File: src/rtl/irq_ctrl_if.sv
// MMIO register-access bus between the core's load/store path and irq_ctrl.
// The core side is the master; irq_ctrl answers reads one cycle later.
interface irq_ctrl_if #(
   parameter int ADDR_W = 5
);
   logic              mmio_valid;
   logic              mmio_we;
   logic [ADDR_W-1:0] mmio_addr;
   logic [31:0]       mmio_wdata;
   logic [31:0]       mmio_rdata;
   logic              mmio_rvalid;

   modport master (
      output mmio_valid, mmio_we, mmio_addr, mmio_wdata,
      input  mmio_rdata, mmio_rvalid
   );

   modport slave (
      input  mmio_valid, mmio_we, mmio_addr, mmio_wdata,
      output mmio_rdata, mmio_rvalid
   );
endinterface

File: src/rtl/irq_ctrl.sv
// Machine-mode interrupt source: 64-bit mtime/mtimecmp, msip, and a held trap request.
// Optional external interrupt input is enabled by defining IRQ_CTRL_EXT_IRQ_EN.
module irq_ctrl #(
   parameter int TICK_DIV = 1,
   parameter int ADDR_W   = 5
) (
   input  logic        clk,
   input  logic        rst_n,
   irq_ctrl_if.slave   mmio,
   input  logic        mie,
   output logic        irq_req,
   output logic [31:0] irq_cause,
   input  logic        irq_ack,
   input  logic        mret,
   output logic        mtip
`ifdef IRQ_CTRL_EXT_IRQ_EN
   ,
   input  logic        ext_irq
`endif
);

   localparam int PW = (TICK_DIV > 1) ? $clog2(TICK_DIV) : 1;
   localparam logic [PW-1:0] PRE_MAX = PW'(TICK_DIV - 1);

   localparam logic [ADDR_W-3:0] W_MSIP  = (ADDR_W-2)'(0);
   localparam logic [ADDR_W-3:0] W_CMPLO = (ADDR_W-2)'(2);
   localparam logic [ADDR_W-3:0] W_CMPHI = (ADDR_W-2)'(3);
   localparam logic [ADDR_W-3:0] W_TLO   = (ADDR_W-2)'(4);
   localparam logic [ADDR_W-3:0] W_THI   = (ADDR_W-2)'(5);

   typedef enum logic [1:0] {IDLE, REQ, SVC} state_t;

   state_t        state_q;
   logic [63:0]   mtime_q, mtime_d;
   logic [63:0]   mtimecmp_q, mtimecmp_d;
   logic          msip_q, msip_d;
   logic [PW-1:0] presc_q, presc_d;
   logic [31:0]   rdata_q, rdata_d;
   logic          rvalid_q;
   logic          req_q;
   logic [31:0]   cause_q;
   logic [ADDR_W-3:0] word;
   logic          wr, rd;
   logic          ext_pend, pend_any;
   logic [3:0]    win_code;
   logic          unused_addr_lsb;

   assign word            = mmio.mmio_addr[ADDR_W-1:2];
   assign unused_addr_lsb = ^mmio.mmio_addr[1:0];
   assign wr              = mmio.mmio_valid & mmio.mmio_we;
   assign rd              = mmio.mmio_valid & ~mmio.mmio_we;

   assign mtip             = (mtime_q >= mtimecmp_q);
   assign irq_req          = req_q;
   assign irq_cause        = cause_q;
   assign mmio.mmio_rdata  = rdata_q;
   assign mmio.mmio_rvalid = rvalid_q;

`ifdef IRQ_CTRL_EXT_IRQ_EN
   logic [1:0] ext_sync_q;

   // Two-flop synchroniser for the asynchronous external level.
   always_ff @(posedge clk or negedge rst_n) begin
      if (!rst_n) begin
         ext_sync_q <= 2'b00;
      end else begin
         ext_sync_q <= {ext_sync_q[0], ext_irq};
      end
   end
   assign ext_pend = ext_sync_q[1];
`else
   assign ext_pend = 1'b0;
`endif

   // A write to either mtime half replaces the tick for that cycle and leaves the other half alone.
   always_comb begin
      presc_d    = (presc_q == PRE_MAX) ? '0 : presc_q + 1'b1;
      mtime_d    = (presc_q == PRE_MAX) ? mtime_q + 64'd1 : mtime_q;
      mtimecmp_d = mtimecmp_q;
      msip_d     = msip_q;
      if (wr) begin
         case (word)
            W_MSIP:  msip_d             = mmio.mmio_wdata[0];
            W_CMPLO: mtimecmp_d[31:0]   = mmio.mmio_wdata;
            W_CMPHI: mtimecmp_d[63:32]  = mmio.mmio_wdata;
            W_TLO:   mtime_d            = {mtime_q[63:32], mmio.mmio_wdata};
            W_THI:   mtime_d            = {mmio.mmio_wdata, mtime_q[31:0]};
            default: ;
         endcase
      end
   end

   always_comb begin
      rdata_d = 32'd0;
      case (word)
         W_MSIP:  rdata_d = {31'd0, msip_q};
         W_CMPLO: rdata_d = mtimecmp_q[31:0];
         W_CMPHI: rdata_d = mtimecmp_q[63:32];
         W_TLO:   rdata_d = mtime_q[31:0];
         W_THI:   rdata_d = mtime_q[63:32];
         default: rdata_d = 32'd0;
      endcase
   end

   always_ff @(posedge clk or negedge rst_n) begin
      if (!rst_n) begin
         mtime_q    <= 64'd0;
         mtimecmp_q <= {64{1'b1}};
         msip_q     <= 1'b0;
         presc_q    <= '0;
         rdata_q    <= 32'd0;
         rvalid_q   <= 1'b0;
      end else begin
         mtime_q    <= mtime_d;
         mtimecmp_q <= mtimecmp_d;
         msip_q     <= msip_d;
         presc_q    <= presc_d;
         rvalid_q   <= rd;
         if (rd) begin
            rdata_q <= rdata_d;
         end
      end
   end

   // Fixed priority: external (11) over software (3) over timer (7).
   always_comb begin
      pend_any = ext_pend | msip_q | mtip;
      if (ext_pend) begin
         win_code = 4'd11;
      end else if (msip_q) begin
         win_code = 4'd3;
      end else begin
         win_code = 4'd7;
      end
   end

   always_ff @(posedge clk or negedge rst_n) begin
      if (!rst_n) begin
         state_q <= IDLE;
         req_q   <= 1'b0;
         cause_q <= 32'd0;
      end else begin
         case (state_q)
            IDLE: begin
               if (mie && pend_any) begin
                  cause_q <= {1'b1, 27'd0, win_code};
                  req_q   <= 1'b1;
                  state_q <= REQ;
               end
            end
            REQ: begin
               if (irq_ack) begin
                  req_q   <= 1'b0;
                  state_q <= SVC;
               end
            end
            SVC: begin
               if (mret) begin
                  state_q <= IDLE;
               end
            end
            default: begin
               req_q   <= 1'b0;
               state_q <= IDLE;
            end
         endcase
      end
   end

endmodule

File: src/flat_wrapper.sv
// flat-port wrapper written by rule: the top's interface ports become plain ports
module irq_ctrl_flat 
#(
   parameter int TICK_DIV = 1,
   parameter int ADDR_W   = 5
)
  (clk, rst_n, mie, irq_req, irq_cause, irq_ack, mret, mtip, mmio_mmio_valid, mmio_mmio_we, mmio_mmio_addr, mmio_mmio_wdata, mmio_mmio_rdata, mmio_mmio_rvalid);
  irq_ctrl_if #(.ADDR_W(ADDR_W)) mmio_i ();
  input  logic clk;
  input  logic rst_n;
  input  logic mie;
  output logic irq_req;
  output logic [31:0] irq_cause;
  input  logic irq_ack;
  input  logic mret;
  output logic mtip;
  input wire logic [$bits(mmio_i.mmio_valid)-1:0] mmio_mmio_valid;
  input wire logic [$bits(mmio_i.mmio_we)-1:0] mmio_mmio_we;
  input wire logic [$bits(mmio_i.mmio_addr)-1:0] mmio_mmio_addr;
  input wire logic [$bits(mmio_i.mmio_wdata)-1:0] mmio_mmio_wdata;
  output wire logic [$bits(mmio_i.mmio_rdata)-1:0] mmio_mmio_rdata;
  output wire logic [$bits(mmio_i.mmio_rvalid)-1:0] mmio_mmio_rvalid;
  assign mmio_i.mmio_valid = mmio_mmio_valid;
  assign mmio_i.mmio_we = mmio_mmio_we;
  assign mmio_i.mmio_addr = mmio_mmio_addr;
  assign mmio_i.mmio_wdata = mmio_mmio_wdata;
  assign mmio_mmio_rdata = mmio_i.mmio_rdata;
  assign mmio_mmio_rvalid = mmio_i.mmio_rvalid;
  irq_ctrl #(.TICK_DIV(TICK_DIV), .ADDR_W(ADDR_W)) u_core (.clk(clk), .rst_n(rst_n), .mmio(mmio_i), .mie(mie), .irq_req(irq_req), .irq_cause(irq_cause), .irq_ack(irq_ack), .mret(mret), .mtip(mtip));
endmodule
File: config.mk
export PLATFORM = sky130hd
export DESIGN_NAME = irq_ctrl_flat
export DESIGN_NICKNAME = d
export VERILOG_FILES = /design/src/rtl/irq_ctrl_if.sv /design/src/rtl/irq_ctrl.sv /design/src/flat_wrapper.sv
export SDC_FILE = /design/constraint.sdc
export NUM_CORES = 1
export LEC_CHECK = 0
export ABC_AREA = 1
export CORE_UTILIZATION = 59
export DETAILED_ROUTE_END_ITERATION = 7
export PLACE_DENSITY_LB_ADDON = 0.2
export SYNTH_ARGS = -nofsm -noshare
export SYNTH_HDL_FRONTEND = slang
export SYNTH_SLANG_ARGS = --single-unit
File: constraint.sdc
create_clock -name clk -period 2.23 [get_ports clk]
set_input_delay 0.446 -clock clk [delete_from_list [all_inputs] [get_ports clk]]
set_output_delay 0.446 -clock clk [all_outputs]
set_load 0.01 [all_outputs]
After elaboration in Yosys (flattened, before gate mapping)
Index checks and enable logic that the tools add are counted.
{ "classes": {"n_bitwise": 5, "n_shift": 0, "n_mul": 0, "magnitude_cmp": 1, "n_mux": 13, "n_addsub": 2, "n_div": 0, "reduce_logical": 9, "n_eq_ne": 11} }
{ "ops": {"columns": ["operator", "count"], "rows": [
  ["32-bit one-hot mux with 5 select lines", 1],
  ["64-bit two-way mux", 2],
  ["64-bit one-hot mux with 2 select lines", 1],
  ["64-bit by 1-bit adder with 64-bit output, second input constant", 1],
  ["64-bit >= comparator", 1],
  ["2-bit inequality test, second input constant", 4],
  ["2-bit AND reduction", 4],
  ["3-bit by 2-bit equality test with 1-bit output, second input constant", 2],
  ["3-bit equality test, second input constant", 2],
  ["2-bit two-way mux", 3],
  ["2-bit one-hot mux with 3 select lines", 1],
  ["3-bit AND reduction", 2],
  ["3-bit zero test", 1],
  ["1-bit two-way mux", 3],
  ["3-bit two-way mux", 1],
  ["1-bit one-hot mux with 3 select lines", 1],
  ["1-bit bitwise AND", 2],
  ["2-bit by 1-bit equality test with 1-bit output, second input constant", 1],
  ["2-bit equality test, second input constant", 1],
  ["2-bit zero test", 1],
  ["2-bit by 1-bit inequality test with 1-bit output, second input constant", 1],
  ["1-bit NOT", 2],
  ["1-bit adder, second input constant", 1],
  ["1-bit logical AND", 1],
  ["1-bit OR", 1]
]} }
{ "word_totals": {"ram_bits": 0, "word_cells": 52, "latch_bits": 0, "rom_bits": 0, "input_bits": 44, "mem_count": 0, "ff_bits": 171, "output_inout_bits": 67} }

Longest topological paths before layout
{ "depth": {"word_depth": 5, "ltp_mapped": 18, "mapped_depth_nobuf": 18} }

Least setup slack after synthesis
Ideal clock, no wire load.
{ "synth_path": {"path_type": "register -> output", "from": "register u_core.mtimecmp_q[63]", "to": "output port mtip", "path_slack_ns": 0.241, "path_buffers": 0, "path_stages_with_launch": 9, "required_ns": 1.784, "t_arrival_ns": 1.543, "path_cell_list": "dfstp_2 -> inv_1 -> ha_1 -> nand4_1 -> nor2_1 -> nand4_1 -> nor3b_1 -> nand2_1 -> nand2_1"} }
{ "synth_via": {"elab_chain_cells": 1} }
{ "synth_rtl": {"columns": ["element", "line_no", "source"], "rows": [
  ["start, declared", "irq_ctrl.sv:35", "logic [63:0] mtimecmp_q, mtimecmp_d;"],
  ["start signal, assigned", "irq_ctrl.sv:108", "mtimecmp_q <= {64{1'b1}};"],
  ["start signal, assigned", "irq_ctrl.sv:115", "mtimecmp_q <= mtimecmp_d;"],
  ["64-bit >= comparator", "irq_ctrl.sv:53", "assign mtip = (mtime_q >= mtimecmp_q);"],
  ["end, declared", "flat_wrapper.sv:16", "output logic mtip;"]
]} }
No other way between the ends.

Final worst setup path
{ "layout_path": {"from": "register u_core.mtimecmp_q[38]", "to": "output port mtip"} }
Same word-level chain as after synthesis.

==> out/qor.txt <==
Clk_skew -> 0.00917 ns
Ranking of synthesized cells by area -> dfrtp_1 22%, nand2_1 17%, dfstp_2 14%
Core footprint -> 19000 µm²
Ys async rst share -> 100%
Critical path arrival -> 2.45 ns
Syn-to-layout area delta -> 28.6%
Failing checks -> setup timing
Status -> finished, violations left
Worst Setup Slack post-DPL -> -0.671 ns
Hold Vio Cnt, Final -> 0
CTS Buf Count -> 17
Final ANT Viol Nets -> 0
Sw frac -> 39.2%
Diode count -> 0
Yosys top cell by area -> dfrtp_1
Fin crit share -> 130%
Critical Path RT -> 1.78 ns
Cells after synthesis -> 1610
WL final -> 43300 µm
Initial antenna violation count -> 0
RD Place Congestion -> 1.04
GR Overflow Total -> 0
Syn Area/Cell -> 7.21 µm²
Worst slew margin -> 58.2%
Pleak -> 0.00709 µW
Reg2reg path depth -> 15
Io pins -> 111
Post-synthesis sequential area ratio -> 36.7%
CTS Buffer Depth -> 2
Skew-Pair Late Insertion Delay -> 0.45 ns
Crit path launch type -> register
CTS tree -> yes
Vias/cell -> 6.07
# DRC -> 0
Pwr Total -> 13000 µW
Hold_sp -> u_core.irq_cause[2]$_DFFE_PN0P_
Top cells by count, synth -> 534 x nand2_1, 195 x inv_1, 103 x dfrtp_1
Post-DP HPWL -> 32300 µm
R2r setup slk -> -0.13 ns
CP Max Fanout -> 2
Drt wl/cell -> 20.4 µm
Hold path depth -> 2
# clock sinks -> 167
Root buffer cell -> clkbuf_16
Cell area after synthesis -> 11600 µm²
Distinct cells, synth -> 50
Final slew viol count -> 0
Largest net degree at the start of global routing -> 51
Worst r2r src -> u_core.mtimecmp_q[3]$_DFFE_PN1P_
Clk slew on worst S/H paths -> 0.07 ns
Drt pass-1 iters -> 8
CP endpoint kind -> primary output
Die area -> 20200 µm²
Site row count -> 50
Setup violators final -> 6
Initial Utilization -> 61.0%
Pint -> 7880 µW
Global-route wire length before repair -> 66900 µm
Chip Height -> 142 µm
Max IR drop VDD -> 0.000726 V
FMAX -> 345 MHz
Iteration-0 DRC Markers -> 1707
Via count of the first global-routing pass -> 12500
Ratio of cells with drive above 1 in the final layout -> 21.3%
Gate power share -> 42.9%
Flop and latch count out of synthesis -> 167
Most common cell in the synthesized netlist -> nand2_1
Die Span X -> 142 µm
Tightest Hold Check Type -> register to register
Fin crit period -> 2.90 ns
Final setup margin -> -0.665 ns
Flop pwr share -> 33.3%
GRT Overall Usage -> 44.3%
Hold EP -> u_core.irq_cause[2]$_DFFE_PN0P_
Ys flop type -> dfrtp_1
Unrepaired setup endpoints after global routing -> yes
Synth warn -> 0
Post-synth top area share -> 22.2%
EDFF count, synth -> 0
Slew @ Worst Pin -> 0.622 ns
Clock Power Share -> 23.7%
Via count -> 12900
Pwr dens -> 868 nW/µm²
PortBufs -> 80
Kind of critical path -> register to primary output
Fin nets -> 1957
RR Endpoint -> u_core.irq_req$_DFFE_PN0P_
Switching power -> 5080 µW
Htree depth -> 4
Max_cap viols -> 0
final cells by class:
class	count	area, µm²
Multi-Input combinational cell	1176	6470
Inverter	207	777
Clock buffer	20	447
Sequential cell	167	4260
Tap cell	260	325
Fill cell	1331	4080
Timing Repair Buffer	279	2510
Clock inverter	12	144
cell families after synthesis:
logic type      Yosys count  synth area share [%]
other cells               1                0.0323
simple gates            786                  28.9
compound gates          264                  14.2
fa+ha+maj                65                  7.01
xor+xnor                 33                  2.49
buf+inv                 294                  10.7
flops                   167                  36.7
repair_timing:
item                                    in CTS  in global routing
endpoints found under the setup margin       8                 17
resized for setup                           48                 19
setup buffers                                2                  4
pin swaps                                   19                 10
hold buffers                                 1                  0
hold endpoints to repair                    30                  0
how the worst max path moves through the flow:
stage,startpoint,endpoint,slack (ns),depth (start not counted)
finish,u_core.mtimecmp_q[38]$_DFFE_PN1P_,mtip,-0.67,11
global route,u_core.mtimecmp_q[39]$_DFFE_PN1P_,mtip,-0.70,9
CTS,u_core.mtimecmp_q[62]$_DFFE_PN1P_,mtip,-0.53,9
detailed placement,u_core.mtimecmp_q[39]$_DFFE_PN1P_,mtip,-0.67,9
global placement,u_core.mtimecmp_q[39]$_DFFE_PN1P_,mtip,-0.61,9
floorplan,u_core.mtimecmp_q[63]$_DFFE_PN1P_,mtip,0.24,8
metrics by stage:
step                      instance area (µm²)  hold WS, ns  cells  setup TNS [ns]  utilization (%)
final                                   14900        0.472   2121           -1.13             78.5
after global routing                    14900        0.497   2121           -1.54             78.5
after CTS                               14800        0.474   2117          -0.530             78.0
after detailed placement                14000        0.447   2082           -7.12             73.8
after global placement                  14000        0.440   2082           -4.50             73.8
after floorplan                         11700        0.150   1637               0                -
sequential cells by signal (all words and copies together) (netlist names):
register                 cells
u_core.irq_req               1
u_core.mmio.mmio_rvalid      1
u_core.irq_cause             2
u_core.msip_q                1
u_core.state_q               2
u_core.mtime_q              64
u_core.mmio.mmio_rdata      32
u_core.mtimecmp_q           64
per-layer routing:
| metal | track usage [%] | vias to the layer above | part of all wire (%) | wire length (µm) |
|---|---|---|---|---|
| li1 | - | 5690 | - | - |
| met1 | 57.4 | 6041 | 38 | 16600 |
| met2 | 71.2 | 929 | 46 | 19900 |
| met3 | 9.45 | 207 | 11 | 4860 |
| met4 | 19.7 | 0 | 4.4 | 1910 |
| met5 | 0 | - | 0 | 0 |
worst max-delay path, stage by stage (launching register included):
cell and delay [ns]:
dfstp_2 0.54, inv_1 0.06, ha_1 0.31, nand2_2 0.12, buf_4 0.13, o21a_1 0.12
nand2_2 0.09, nand2_2 0.09, nand2_2 0.10, a21oi_4 0.18, nand2_2 0.11, buf_6 0.13
power groups by stage:
stage | Clock, µW | Sequential [µW] | Combinational (µW)
2_1_floorplan | 0 | 4520 | 2480
3_3_place_gp | 0 | 4280 | 4760
3_5_place_dp | 0 | 4310 | 4980
4_1_cts | 3070 | 4290 | 5270
5_1_grt | 3180 | 4370 | 6010
6_report | 3080 | 4320 | 5570
cell usage in the layout, fill, tap and decap left out, drive strengths merged, types with 3 or more instances in the layout:
| master | n |
|---|---|
| o21ai | 98 |
| conb | 28 |
| dfrtp | 103 |
| clkdlybuf4s50 | 78 |
| clkinv | 6 |
| o22ai | 3 |
| ha | 65 |
| o21a | 5 |
| xnor2 | 6 |
| xor2 | 27 |
| nor2 | 113 |
| clkbuf | 20 |
| nor3 | 39 |
| o2111ai | 31 |
| dfstp | 64 |
| inv | 209 |
| a31oi | 19 |
| nand4 | 28 |
| a22oi | 20 |
| a21o | 3 |
| nor3b | 5 |
| o311ai | 10 |
| nand3 | 58 |
| nand2 | 539 |
| a32oi | 8 |
| o211ai | 9 |
| a21oi | 51 |
| buf | 200 |
(Power assumes the default switching activity.)
